<file path="src/rtl/vqueue_unpack_pkg.sv">
// Shared video definitions: queue word width, unpacker state encoding and
// the pixel value emitted when the queue runs dry.
package vqueue_unpack_pkg;

    localparam int QW = 32;

    typedef enum logic {
        EMPTY = 1'b0,
        RUN   = 1'b1
    } state_e;

    localparam logic [QW-1:0] UF_PIXEL = '0;

    function automatic int calc_ppw(input int bpp);
        return QW / bpp;
    endfunction

endpackage

</file>
<file path="src/rtl/vqueue_unpack_if.sv">
// Video queue read port plus pixel-side timing/output signals of the unpacker.
interface vqueue_unpack_if
    import vqueue_unpack_pkg::*;
#(
    parameter int bpp = 1
) ();

    // rd_en is a single-cycle pop that fires only in a cycle where q is
    // captured; q is then unusable for one settle cycle after the pop.
    logic [QW-1:0] q;
    logic          empty;
    logic          rd_en;
    logic          de;
    logic          frame_start;
    logic [bpp-1:0] pixel;
    logic          pixel_valid;
    logic          underflow;
    logic [15:0]   underflow_count;

    modport master (
        output q, empty, de, frame_start,
        input  rd_en, pixel, pixel_valid, underflow, underflow_count
    );

    modport slave (
        input  q, empty, de, frame_start,
        output rd_en, pixel, pixel_valid, underflow, underflow_count
    );

endinterface

</file>
<file path="src/rtl/vqueue_unpack.sv">
// Pops 32-bit words from the video queue and serialises them into bpp-wide
// pixels while de is high, substituting a zero pixel and counting underflows.
module vqueue_unpack
    import vqueue_unpack_pkg::*;
#(
    parameter int bpp       = 1,
    parameter bit msb_first = 1'b1
) (
    input  logic            clk,
    input  logic            rst_n,
    vqueue_unpack_if.slave  vq,
    output state_e          dbg_state_o
);

    localparam int ppw = calc_ppw(bpp);
    localparam int CW  = $clog2(ppw);

    state_e          state_q, state_d;
    logic [CW-1:0]   count_q, count_d;
    logic [QW-1:0]   sr_q, sr_d;
    logic            settle_q;
    logic [bpp-1:0]  pixel_q, pixel_d;
    logic            pv_q, pv_d;
    logic            uf_q, uf_d;
    logic [15:0]     ufc_q, ufc_d;
    logic            rd_c;

    logic            word_ok;
    logic            last;
    logic [bpp-1:0]  slice;
    logic [QW-1:0]   sr_next;

    // q is only trusted while non-empty and not in the settle cycle after a pop.
    assign word_ok = !vq.empty && !settle_q;
    assign last    = (count_q == CW'(ppw - 1));
    assign slice   = msb_first ? sr_q[QW-1 -: bpp] : sr_q[bpp-1:0];
    assign sr_next = msb_first ? (sr_q << bpp) : (sr_q >> bpp);

    always_comb begin
        state_d = state_q;
        count_d = count_q;
        sr_d    = sr_q;
        pixel_d = pixel_q;
        pv_d    = 1'b0;
        uf_d    = uf_q;
        ufc_d   = ufc_q;
        rd_c    = 1'b0;

        if (vq.frame_start) begin
            state_d = EMPTY;
            count_d = '0;
            uf_d    = 1'b0;
            ufc_d   = '0;
        end else begin
            unique case (state_q)
                EMPTY: begin
                    if (vq.de) begin
                        pixel_d = UF_PIXEL[bpp-1:0];
                        pv_d    = 1'b1;
                        uf_d    = 1'b1;
                        ufc_d   = (ufc_q == 16'hFFFF) ? ufc_q : ufc_q + 16'd1;
                    end
                    if (word_ok) begin
                        sr_d    = vq.q;
                        rd_c    = 1'b1;
                        count_d = '0;
                        state_d = RUN;
                    end
                end
                RUN: begin
                    if (vq.de) begin
                        pixel_d = slice;
                        pv_d    = 1'b1;
                        if (!last) begin
                            sr_d    = sr_next;
                            count_d = count_q + 1'b1;
                        end else if (word_ok) begin
                            sr_d    = vq.q;
                            rd_c    = 1'b1;
                            count_d = '0;
                        end else begin
                            state_d = EMPTY;
                        end
                    end
                end
                default: state_d = EMPTY;
            endcase
        end
    end

    always_ff @(posedge clk or negedge rst_n) begin
        if (!rst_n) begin
            state_q  <= EMPTY;
            count_q  <= '0;
            sr_q     <= '0;
            settle_q <= 1'b0;
            pixel_q  <= '0;
            pv_q     <= 1'b0;
            uf_q     <= 1'b0;
            ufc_q    <= '0;
        end else begin
            state_q  <= state_d;
            count_q  <= count_d;
            sr_q     <= sr_d;
            settle_q <= rd_c;
            pixel_q  <= pixel_d;
            pv_q     <= pv_d;
            uf_q     <= uf_d;
            ufc_q    <= ufc_d;
        end
    end

    // Gate with rst_n so the pop strobe drops the instant reset asserts.
    assign vq.rd_en           = rd_c & rst_n;
    assign vq.pixel           = pixel_q;
    assign vq.pixel_valid     = pv_q;
    assign vq.underflow       = uf_q;
    assign vq.underflow_count = ufc_q;
    assign dbg_state_o        = state_q;

endmodule

</file>
<file path="src/flat_wrapper.sv">
// flat-port wrapper written by rule: the top's interface ports become plain ports
module vqueue_unpack_flat import vqueue_unpack_pkg::*;
#(
    parameter int bpp       = 1,
    parameter bit msb_first = 1'b1
)
  (clk, rst_n, dbg_state_o, vq_q, vq_empty, vq_de, vq_frame_start, vq_rd_en, vq_pixel, vq_pixel_valid, vq_underflow, vq_underflow_count);
  vqueue_unpack_if #(.bpp(bpp)) vq_i ();
  input  logic clk;
  input  logic rst_n;
  output state_e dbg_state_o;
  input wire logic [$bits(vq_i.q)-1:0] vq_q;
  input wire logic [$bits(vq_i.empty)-1:0] vq_empty;
  input wire logic [$bits(vq_i.de)-1:0] vq_de;
  input wire logic [$bits(vq_i.frame_start)-1:0] vq_frame_start;
  output wire logic [$bits(vq_i.rd_en)-1:0] vq_rd_en;
  output wire logic [$bits(vq_i.pixel)-1:0] vq_pixel;
  output wire logic [$bits(vq_i.pixel_valid)-1:0] vq_pixel_valid;
  output wire logic [$bits(vq_i.underflow)-1:0] vq_underflow;
  output wire logic [$bits(vq_i.underflow_count)-1:0] vq_underflow_count;
  assign vq_i.q = vq_q;
  assign vq_i.empty = vq_empty;
  assign vq_i.de = vq_de;
  assign vq_i.frame_start = vq_frame_start;
  assign vq_rd_en = vq_i.rd_en;
  assign vq_pixel = vq_i.pixel;
  assign vq_pixel_valid = vq_i.pixel_valid;
  assign vq_underflow = vq_i.underflow;
  assign vq_underflow_count = vq_i.underflow_count;
  vqueue_unpack #(.bpp(bpp), .msb_first(msb_first)) u_core (.clk(clk), .rst_n(rst_n), .vq(vq_i), .dbg_state_o(dbg_state_o));
endmodule
</file>
<file path="config.mk">
export PLATFORM = sky130hd
export DESIGN_NAME = vqueue_unpack_flat
export DESIGN_NICKNAME = d
export VERILOG_FILES = /design/src/rtl/vqueue_unpack_pkg.sv /design/src/rtl/vqueue_unpack_if.sv /design/src/rtl/vqueue_unpack.sv /design/src/flat_wrapper.sv
export SDC_FILE = /design/constraint.sdc
export NUM_CORES = 1
export LEC_CHECK = 0
export ABC_AREA = 1
export BUFFER_PORTS_ARGS = -buffer_cell sky130_fd_sc_hd__buf_2
export CORE_MARGIN = 10
export CORE_UTILIZATION = 55
export CTS_CLUSTER_DIAMETER = 30
export DETAILED_ROUTE_END_ITERATION = 8
export PLACE_DENSITY = 0.91
export SYNTH_ARGS = -nofsm -noshare
export SYNTH_HDL_FRONTEND = slang
export SYNTH_SLANG_ARGS = --single-unit
</file>
<file path="constraint.sdc">
create_clock -name clk -period 5.3 [get_ports clk]
set_input_delay 1.06 -clock clk [delete_from_list [all_inputs] [get_ports clk]]
set_output_delay 1.06 -clock clk [all_outputs]
set_load 0.1 [all_outputs]
</file>
* Yosys cells after proc, flatten, opt, wreduce, memory -nomap -nowiden
Cells that the tools add are included.
Word-level totals: bits in registers 58, word-level logic and storage cells 58
Cells by class: $add $sub $neg 2, equality and inequality tests 7, multiplexer cells 30, bitwise logic cells 3, reduce and logical (&&, ||, !) cells 8
Operator list (count):
- $mux W32 | 3
- $mux W16 | 4
- $pmux W32 S2 | 1
- $mux W5 | 4
- $add A16 B1 Y16 const B | 1
- $eq A16 B16 Y1 const B | 1
- $mux W1 | 14
- $pmux W5 S2 | 1
- $ne A2 B2 Y1 const B | 4
- $pmux W1 S2 | 3
- $reduce_and A3 Y1 | 2
- $add A5 B1 Y5 const B | 1
- $eq A5 B5 Y1 const B | 1
- $reduce_and A2 Y1 | 2
- $ne A3 B3 Y1 const B | 1
- $logic_not A1 Y1 | 2
- $not A1 Y1 | 2
- $reduce_bool A2 Y1 | 1
- $and A1 B1 Y1 | 1
- $logic_and A1 B1 Y1 | 1

* Depth between registers and ports, before layout
depth after elaboration 8, depth in mapped cells 11, mapped depth without buffers 11

* Worst setup path after synthesis
OpenSTA, ideal clock, no wires.
path type input port to output port, start input port vq_frame_start, end output port vq_rd_en, data arrival time 3.913 ns, path slack 0.327 ns, cell stages on the path 6, path buffers 3, cell sequence buf_2 a21oi_2 buf_4 inv_2 buf_2 nor3b_1
Between the ends: longest elaborated chain between the ends 2
Ends and longest elaborated chain:
- from (decl) | RTL line flat_wrapper.sv:15 | input wire logic [$bits(vq_i.frame_start)-1:0] vq_frame_start;
- $mux W1 | RTL line vqueue_unpack.sv:49 | if (vq.frame_start) begin
- $and A1 B1 Y1 | RTL line vqueue_unpack.sv:114 | assign vq.rd_en = rd_c & rst_n;
- to (decl) | RTL line flat_wrapper.sv:16 | output wire logic [$bits(vq_i.rd_en)-1:0] vq_rd_en;
No other way between the ends.

* Final worst setup path
start register u_core.count_q[0], end output port vq_rd_en
Between the ends: longest elaborated chain between the ends 6
Ends and longest elaborated chain:
- from (decl) | RTL line vqueue_unpack.sv:19 | logic [CW-1:0] count_q, count_d;
- from (signal assigned) | RTL line vqueue_unpack.sv:103 | count_q <= count_d;
- $eq A5 B5 Y1 | RTL line vqueue_unpack.sv:35 | assign last = (count_q == CW'(ppw - 1));
- $mux W1 | RTL line vqueue_unpack.sv:74 | if (!last) begin
- $mux W1 | RTL line vqueue_unpack.sv:71 | if (vq.de) begin
- $pmux W1 S2 | RTL line vqueue_unpack.sv:55 | unique case (state_q)
- $mux W1 | RTL line vqueue_unpack.sv:49
- $and A1 B1 Y1 | RTL line vqueue_unpack.sv:114
No other way between the ends.

==> impl_metrics.toml <==
[sta]
max_clock_freq_mhz = 255
setup_ws_ns = 1.38
layout_min_cycle_time_ns = 3.92
hold_viol_final = 0
clock-skew-final_ns = 0.00894
fin_setup_tns_ns = 0
rsz0062_at_grt = "false"
tightest_slew_ns = 0.803
finalCritPeriodShare = 0.739
drv_slew = 0
setup_violations = 0
relSlewSlack = 0.464

[placement]
place.port_buffers = 57
place_ws_ns = 1.73
dp_hpwl_um = 5230
gp_congestion = 0.846
place_inst = 510

[clock_network]
cts_hold_buf = 0
clock-sinks = 58
htree_levels = 3
cts_setup_buffers = 0
path_clk_slew_ns = 0.07
cts_buffer_depth = 2
root_buffer = "clkbuf_8"
cts_tree = "done"
cts_buffers = 9
cts.repair.resized = 0
insertion_delay_ns = 0.34

[worst_hold_path]
worst_hold_path.endpoint = "u_core.sr_q[27]$_DFFE_PN0P_"
holdCritPathClass = "reg2reg"
worst_hold_startpoint = "u_core.sr_q[27]$_DFFE_PN0P_"
holdPathStages = 2

[grt]
grt_pass1_vias = 2919
gr-total-overflow = 0
antenna_found_initial = 0
track_usage = 0.177
grt_first_pass_wirelength_um = 12900
grt_max_degree = 59

[finish]
fill_cells = 451
final_cell_mix = "nand2_1 (76), dfrtp_1 (58), buf_2 (57), inv_1 (41), o21ai_0 (40)"
diodes = 0
final_nets = 489
mostFrequentLayoutCell = "nand2_1"
area_growth_syn_to_layout_pct = 15.5
final_cells = 526
drive_gt1_frac = 0.205

[die]
core_sq_mm = 0.00551
start_util = 0.564
die_y_um = 95.2
io_pins = 58
num_rows = 27
dieArea_sq_mm = 0.00905
die_w_um = 95.2

[power_and_ir_drop]
power_density_mw_per_mm2 = 342
p_leak_nw = 1.75
ir_drop_mv = 0.206

[detailed_routing]
viasPerCell = 5.53
wl_um = 7530
via_count = 2910
drtIter0Drc = 188
drcViolationCount = 0
wire_per_inst_um = 14.3
dr.pass1.iters = 4
ant_nets = 0

[setup_path]
r2r_end = "u_core.count_q[0]$_DFFE_PN0P_"
r2r-start = "u_core.count_q[0]$_DFFE_PN0P_"
critPathCaptureType = "output pin"
start_kind = "flip-flop"
cp.required_ns = 4.24
rr_worst_depth = 11
cp.arrival_ns = 2.86
reg2reg_slack_ns = 2.80
criticalPathCategory = "reg2out"
crit_path_max_fanout = 42

[logic_synthesis]
syn_avg_cell_area_sq_um = 7.79
synthesis.area_sq_mm = 0.00311
postSynthRegisterBits = 58
synth_top_area_frac = 0.467
syn-num-nets = 439
synth_top_area_cell = "dfrtp_1"
ys_seq_area_frac = 0.467
ys_warn_count = 0
synth_enable_flop_cells = 0
synth_area_leaders = "dfrtp_1 (47%), nand2_1 (9.2%), o21ai_0 (6.4%)"
async_flop_share = 1.00
synth_flop_cell = "dfrtp_1"
syn_inst = 399
yosysUniqueCellTypes = 30

[run_status]
status = "complete, no violations"

[run]
maxCapViolations = 0
[cell usage after synthesis, types with 4 or more instances]
master	count
nand4_1	4
clkbuf_1	8
buf_2	7
dfrtp_1	58
xor2_1	4
a22oi_1	7
nand3_1	33
nand2_1	76
inv_1	41
o21ai_0	40
nor2_1	27
a21oi_1	24
o21ai_1	26
o211ai_1	8
inv_2	6
[worst max path at each step]
stage                                        from        to  slack, ns
floorplan                          vq_frame_start  vq_rd_en       0.33
global placement                            vq_de  vq_rd_en       1.79
detailed placement                          vq_de  vq_rd_en       1.73
CTS                 u_core.count_q[0]$_DFFE_PN0P_  vq_rd_en       1.39
global route        u_core.count_q[0]$_DFFE_PN0P_  vq_rd_en       1.08
finish              u_core.count_q[0]$_DFFE_PN0P_  vq_rd_en       1.38
[area by class of cell]
class	count	area (sq um)	area share
repair buffers	60	308	0.0858
well taps	72	90.1	0.0251
flip-flops and latches	58	1450	0.404
clock buffers	12	155	0.0432
clock inverters	4	50.0	0.0139
inverters	48	180	0.0502
multi-input cells	272	1350	0.377
[power by group]
group          internal, W  switching [W]  total [W]
Clock             0.000242       0.000177   0.000419
Combinational    0.0000757       0.000177   0.000253
Sequential        0.000514      0.0000421   0.000557
Total             0.000832       0.000396    0.00123
[through the flow]
step	cell area [sq um]	hold slack, ns	total power [W]	util
CTS	3590	0.485	0.00123	0.652
finish	3590	0.494	0.00123	0.652
floorplan	3110	0.448	0.000751	-
global route	3590	0.513	0.00130	0.652
detailed placement	3380	0.471	0.000815	0.614
global placement	3380	0.463	0.000804	0.614
[metal layers]
metal  GRT usage  wire length (um)  share of wire  up-vias
met1       0.208              3180           0.42     1369
met2       0.282              3580           0.48      108
met5           0                 0              0        -
met4      0.0711                99          0.013        0
met3      0.0715               670          0.089       13
li1            -                 -              -     1420
[critical path, stage by stage (launching register included)]
cell     delay, ns
dfrtp_1       0.39
ha_1          0.18
nand2_1       0.08
nor2_1        0.09
ha_1          0.16
nor2_2        0.04
buf_4         0.22
inv_2         0.45
nand2_1       0.17
nor3b_1       0.24
buf_2         0.47
[state kept, by name, summed over array words and instances (netlist names)]
name / flops
u_core.dbg_state_o: 1
u_core.vq.pixel: 1
u_core.vq.underflow: 1
u_core.sr_q: 32
u_core.vq.pixel_valid: 1
u_core.count_q: 5
u_core.settle_q: 1
u_core.vq.underflow_count: 16
[logic make-up after synthesis]
family	after synthesis	share of synthesized area
DFF	58	0.467
buffers and inverters	69	0.0971
xor gates and xnor gates	4	0.0113
and+or+nand+nor	153	0.213
adders and majority gates	3	0.0121
AOI/OAI and AO/OA	112	0.199
Power figures use the tool's default switching activity.
